**src/rtl/lu_pkg.sv**
```systemverilog
// lu_pkg - shared definitions for the pipelined logic unit.
//
// Holds the function-select width and the 3-bit op-code constants used by
// lu_func and logic_unit_pipe.
//
// Op-codes:
//   LU_NOT   ~A          LU_XOR   A ^ B
//   LU_NOR   ~(A | B)    LU_XNOR  ~(A ^ B)
//   LU_AND   A & B       LU_NAND  ~(A & B)
//   LU_OR    A | B       LU_NAND2 ~(A & B)  (legacy duplicate encoding)
package lu_pkg;

  localparam int LU_SEL_W = 3;

  typedef enum logic [LU_SEL_W-1:0] {
    LU_NOT   = 3'd0,
    LU_NOR   = 3'd1,
    LU_AND   = 3'd2,
    LU_OR    = 3'd3,
    LU_XOR   = 3'd4,
    LU_XNOR  = 3'd5,
    LU_NAND  = 3'd6,
    LU_NAND2 = 3'd7
  } lu_op_e;

endpackage

```
**src/rtl/lu_func.sv**
```systemverilog
// lu_func - purely combinational bitwise function slice.
//
// Parameters:
//   WIDTH   operand/result width in bits
// Ports:
//   a       in   WIDTH      operand A
//   b       in   WIDTH      operand B
//   sel     in   LU_SEL_W   function select (lu_op_e encoding)
//   result  out  WIDTH      selected bitwise function of a and b
module lu_func
  import lu_pkg::*;
#(
  parameter int WIDTH = 8
) (
  input  logic [WIDTH-1:0]    a,
  input  logic [WIDTH-1:0]    b,
  input  logic [LU_SEL_W-1:0] sel,
  output logic [WIDTH-1:0]    result
);

  always_comb begin
    result = '0;
    case (sel)
      LU_NOT:   result = ~a;
      LU_NOR:   result = ~(a | b);
      LU_AND:   result = a & b;
      LU_OR:    result = a | b;
      LU_XOR:   result = a ^ b;
      LU_XNOR:  result = ~(a ^ b);
      LU_NAND:  result = ~(a & b);
      LU_NAND2: result = ~(a & b);
      default:  result = '0;
    endcase
  end

endmodule

```
**src/rtl/logic_unit_pipe.sv**
```systemverilog
// logic_unit_pipe - two-stage pipelined bitwise logic unit with valid/ready
// handshakes on both sides, result flags and an optional accumulator.
//
// Configuration macro:
//   LU_ACCUM_EN  when defined, an internal accumulator can replace operand A
//                (acc_mode) or be read as zero (acc_clr). When undefined,
//                acc_mode/acc_clr are ignored and A is always the input a.
//
// Parameters:
//   WIDTH      operand/result width in bits (>= 1)
// Ports:
//   clk        in   1      rising-edge clock
//   rst_n      in   1      asynchronous active-low reset
//   in_valid   in   1      input transaction present
//   in_ready   out  1      block accepts input this cycle
//   a, b       in   WIDTH  operands
//   sel        in   3      function select
//   acc_mode   in   1      use the accumulator as A for this transaction
//   acc_clr    in   1      accumulator reads as zero for this transaction
//   out_valid  out  1      result present
//   out_ready  in   1      consumer accepts result
//   out        out  WIDTH  result
//   zero       out  1      out == 0
//   parity     out  1      XOR-reduction of out
module logic_unit_pipe
  import lu_pkg::*;
#(
  parameter int WIDTH = 8
) (
  input  logic                clk,
  input  logic                rst_n,
  input  logic                in_valid,
  output logic                in_ready,
  input  logic [WIDTH-1:0]    a,
  input  logic [WIDTH-1:0]    b,
  input  logic [LU_SEL_W-1:0] sel,
  input  logic                acc_mode,
  input  logic                acc_clr,
  output logic                out_valid,
  input  logic                out_ready,
  output logic [WIDTH-1:0]    out,
  output logic                zero,
  output logic                parity
);

  logic                s1_valid;
  logic [WIDTH-1:0]    s1_a;
  logic [WIDTH-1:0]    s1_b;
  logic [LU_SEL_W-1:0] s1_sel;

  logic                s2_valid;
  logic [WIDTH-1:0]    s2_out;
  logic                s2_zero;
  logic                s2_parity;

  logic                s2_adv;
  logic                in_fire;
  logic [WIDTH-1:0]    op_a;
  logic [WIDTH-1:0]    func_result;

  // S1 may move into S2 whenever S2 is empty or is being drained this cycle;
  // a full pipeline with out_ready=1 therefore still accepts a new input.
  assign s2_adv   = s1_valid & (~s2_valid | out_ready);
  assign in_ready = ~s1_valid | s2_adv;
  assign in_fire  = in_valid & in_ready;

`ifdef LU_ACCUM_EN
  logic             s1_acc_mode;
  logic             s1_acc_clr;
  logic [WIDTH-1:0] acc;

  always_comb begin
    op_a = s1_a;
    if (s1_acc_mode) begin
      op_a = s1_acc_clr ? '0 : acc;
    end
  end

  always_ff @(posedge clk or negedge rst_n) begin
    if (!rst_n) begin
      s1_acc_mode <= 1'b0;
      s1_acc_clr  <= 1'b0;
    end else if (in_fire) begin
      s1_acc_mode <= acc_mode;
      s1_acc_clr  <= acc_clr;
    end
  end

  // acc is read and written at the same S1->S2 transfer, so consecutive
  // accumulate transactions chain without a bubble.
  always_ff @(posedge clk or negedge rst_n) begin
    if (!rst_n) begin
      acc <= '0;
    end else if (s2_adv) begin
      acc <= func_result;
    end
  end
`else
  logic unused_acc_ports;
  assign unused_acc_ports = acc_mode | acc_clr;
  assign op_a             = s1_a;
`endif

  lu_func #(
    .WIDTH (WIDTH)
  ) u_func (
    .a      (op_a),
    .b      (s1_b),
    .sel    (s1_sel),
    .result (func_result)
  );

  always_ff @(posedge clk or negedge rst_n) begin
    if (!rst_n) begin
      s1_valid <= 1'b0;
      s1_a     <= '0;
      s1_b     <= '0;
      s1_sel   <= '0;
    end else if (in_fire) begin
      s1_valid <= 1'b1;
      s1_a     <= a;
      s1_b     <= b;
      s1_sel   <= sel;
    end else if (s2_adv) begin
      s1_valid <= 1'b0;
    end
  end

  // Result and flags only load on an S1->S2 transfer, which keeps them
  // stable while the consumer stalls.
  always_ff @(posedge clk or negedge rst_n) begin
    if (!rst_n) begin
      s2_valid  <= 1'b0;
      s2_out    <= '0;
      s2_zero   <= 1'b0;
      s2_parity <= 1'b0;
    end else if (s2_adv) begin
      s2_valid  <= 1'b1;
      s2_out    <= func_result;
      s2_zero   <= (func_result == '0);
      s2_parity <= ^func_result;
    end else if (out_ready) begin
      s2_valid  <= 1'b0;
    end
  end

  assign out_valid = s2_valid;
  assign out       = s2_out;
  assign zero      = s2_zero;
  assign parity    = s2_parity;

endmodule
```
**config.mk**
```make
export PLATFORM = sky130hd
export DESIGN_NAME = logic_unit_pipe
export DESIGN_NICKNAME = d
export VERILOG_FILES = /design/src/rtl/lu_pkg.sv /design/src/rtl/lu_func.sv /design/src/rtl/logic_unit_pipe.sv
export SDC_FILE = /design/constraint.sdc
export NUM_CORES = 1
export LEC_CHECK = 0
export BUFFER_PORTS_ARGS = -buffer_cell sky130_fd_sc_hd__clkbuf_2
export CAP_MARGIN = 20
export CORE_AREA = 3 3 90 49
export CTS_BUF_LIST = sky130_fd_sc_hd__clkbuf_2
export DETAILED_ROUTE_END_ITERATION = 8
export DIE_AREA = 0 0 93 52
export PLACE_DENSITY = 0.85
export RECOVER_POWER = 25
export SYNTH_ARGS = -nofsm -noshare
export SYNTH_HDL_FRONTEND = slang
export SYNTH_SLANG_ARGS = --single-unit
export TNS_END_PERCENT = 20
```
**constraint.sdc**
```tcl
create_clock -name clk -period 2.4 [get_ports clk]
set_input_delay 0.48 -clock clk [delete_from_list [all_inputs] [get_ports clk]]
set_output_delay 0.48 -clock clk [all_outputs]
set_load 0.005 [all_outputs]
```
==> impl_metrics.env <==
export IMPL_initial_core_util_pct=56.4
export IMPL_worst_slew_pin_slew_ns=1.65
export IMPL_setup_viol=0
export IMPL_dp_cells=278
export IMPL_antenna_cells=0
export IMPL_final_net_count=276
export IMPL_grt_ovfl_total=0
export IMPL_worstHoldPathCells=2
export IMPL_die_h_microns=52
export IMPL_finalHoldViolations=0
export IMPL_cts_root_buf="clkbuf_2"
export IMPL_reg2reg_slack_ns=0.16
export IMPL_postLayoutCellArea_sq_um=2340
export IMPL_endpoint_kind="register"
export IMPL_timing_final_crit_share_pct=93.3
export IMPL_reg2reg_depth=8
export IMPL_vias_per_cell=5.15
export IMPL_grt_use_met3_pct=5.49
export IMPL_drive_above_1_share_pct=34.1
export IMPL_mostFrequentLayoutCells="40 x clkbuf_2, 31 x dfrtp_1, 20 x ha_1"
export IMPL_synth_area_per_cell_sq_um=10.8
export IMPL_clk_pin_slew_ns=0.17
export IMPL_yosysUniqueCellTypes=41
export IMPL_cts_buffers=5
export IMPL_wl_per_cell_microns=13.1
export IMPL_antenna_left=0
export IMPL_cts_setup_buffers=0
export IMPL_place_hpwl_mm=2.94
export IMPL_status="finished with violations"
export IMPL_violations="capacitance limit, slew limit"
export IMPL_p_per_area_nw_per_um2=761
export IMPL_wl_mm=3.75
export IMPL_placed_cell_area_sq_um=2300
export IMPL_period_minus_slack_ns=2.24
export IMPL_grt_pass1_wl_mm=6.72
export IMPL_numPortBuffers=34
export IMPL_synth_main_ff_cell="dfrtp_1"
export IMPL_row_count=16
export IMPL_tritoncts="yes"
export IMPL_use_met1_pct=25.9
export IMPL_seq_area_frac_synth_pct=36.6
export IMPL_fin_skew_ns=0.0214
export IMPL_first_pass_iters=4
export IMPL_synth_edf_count=0
export IMPL_pre_cts_slack_ns=0.180
export IMPL_hold_buffers=0
export IMPL_reg2reg_from="s1_sel[0]$_DFFE_PN0P_"
export IMPL_grt_max_degree=32
export IMPL_vias=1474
export IMPL_yosys_register_bits=31
export IMPL_synth_fp_nets=242
export IMPL_grtUsageMet2_pct=26.8
export IMPL_syn_area_sq_um=2120
export IMPL_post_route_drc_count=0
export IMPL_numClockSinks=31
export IMPL_max_cap_violations=1
export IMPL_clk_latency_ns=0.37
export IMPL_fin_ws_ns=0.160
export IMPL_totalNegativeSetupSlack_ns=0
export IMPL_drtIter0Drc=51
export IMPL_ir_worst_vdd_v=0.000352
export IMPL_async_reset_ff_share_pct=100
export IMPL_min_path_type="primary input to register"
export IMPL_slew_limit_headroom_pct=-10.0
export IMPL_busiest_layer="met2"
export IMPL_worstPathRequired_ns=2.66
export IMPL_startpoint_type="register"
export IMPL_cts_buffer_depth=2
export IMPL_grt_pass1_vias=1432
export IMPL_final_common_cell="clkbuf_2"
export IMPL_num_io_pins=37
export IMPL_crit_type="register to register"
export IMPL_min_to="op_a[2]$_DFFE_PN0P_"
export IMPL_place_congestion=0.776
export IMPL_antenna_found_initial=0
export IMPL_fin_cells=286
export IMPL_syn2layout_area_growth_pct=10.1
export IMPL_rsz0062_at_grt="false"
export IMPL_p_leak_nw=1.11
export IMPL_die_w_microns=93
export IMPL_cp_max_fo=14
export IMPL_cts_resized=0
export IMPL_slew_viol_final=32
export IMPL_worstHoldStart="a[2]"
export IMPL_track_usage_pct=18.1
export IMPL_synthCells=197
export IMPL_coreArea_sq_um=3760
export IMPL_ys_warnings_count=0
export IMPL_die_area_sq_um=4840
export IMPL_critPathArrivalTime_ns=2.50
export IMPL_timing_fmax_mhz=447
export IMPL_cts_htree_levels=2
export IMPL_rr_endpoint="parity$_DFFE_PN0P_"
[worst max path at each step]
stage | startpoint | endpoint | slack, ns
finish | s1_sel[0]$_DFFE_PN0P_ | parity$_DFFE_PN0P_ | 0.16
global route | s1_sel[0]$_DFFE_PN0P_ | parity$_DFFE_PN0P_ | 0.02
CTS | s1_sel[0]$_DFFE_PN0P_ | parity$_DFFE_PN0P_ | 0.17
detailed placement | s1_sel[0]$_DFFE_PN0P_ | parity$_DFFE_PN0P_ | 0.18
global placement | s1_sel[0]$_DFFE_PN0P_ | parity$_DFFE_PN0P_ | 0.26
floorplan | op_a[4]$_DFFE_PN0P_ | parity$_DFFE_PN0P_ | 0.46
[final cells by class]
type,count,area [sq um]
well taps,54,67.6
clock inverters,1,5.00
clock buffers,7,35.0
multi-input cells,134,1150
inverters,19,76.3
fillers,358,1430
flip-flops and latches,31,776
repair buffers,40,226
[synth_stat cells (5+ instances only)]
library cell	instances	share of area (%)
a211oi_1	5	1.8
and2_1	5	1.5
dfrtp_1	31	37
ha_1	20	12
inv_1	18	3.2
mux2_1	5	2.7
mux2_2	14	7.4
nand2_1	12	2.1
nor2_1	12	2.1
xnor2_1	12	5.0
[worst max-delay path: stages, from the launching register on]
cell and delay [ns]:
dfrtp_1 0.69, buf_4 0.25, xor2_1 0.07, o211ai_1 0.17
o31a_1 0.24, ha_1 0.27, xnor2_1 0.21, xnor2_1 0.15
o21ai_0 0.09
[where the power goes]
part	switching, mW	total [mW]	internal [mW]	leakage (nW)
Combinational	0.390	0.797	0.407	0.718
Sequential	0.0990	0.724	0.625	0.362
Clock	0.177	0.257	0.0795	0.0330
Total	0.666	1.78	1.11	1.11
[state kept, by name, summed over array words and instances, names as in the netlist]
name / count
op_a: 8
s1_b: 8
out: 8
zero: 1
s1_sel: 3
out_valid: 1
s1_valid: 1
parity: 1
[routing by layer]
metal,share of wire [%],up-vias
met4,1.2,0
met2,40,39
met3,6.5,7
met1,52,683
met5,0,-
li1,-,745
[logic make-up (layout without fill, tap and decap cells)]
kind of cell    after synthesis  in the layout  synth area share [%]
compound gates               37             37                  15.6
xor+xnor                     16             16                  6.60
fa+ha+maj                    20             20                  11.8
buf+inv                      32             67                  9.20
mux                          19             19                  10.1
flops                        31             31                  36.6
simple gates                 42             42                  10.2
[through the flow]
step	utilization [%]	hold WS (ns)	power, mW
final	62.1	0.306	1.78
after detailed placement	61.1	0.478	1.54
after global routing	62.1	0.269	1.94
after CTS	62.1	0.165	1.80
after global placement	61.1	0.462	1.50
after floorplan	-	0.184	1.35
Power figures use the tool's default switching activity.
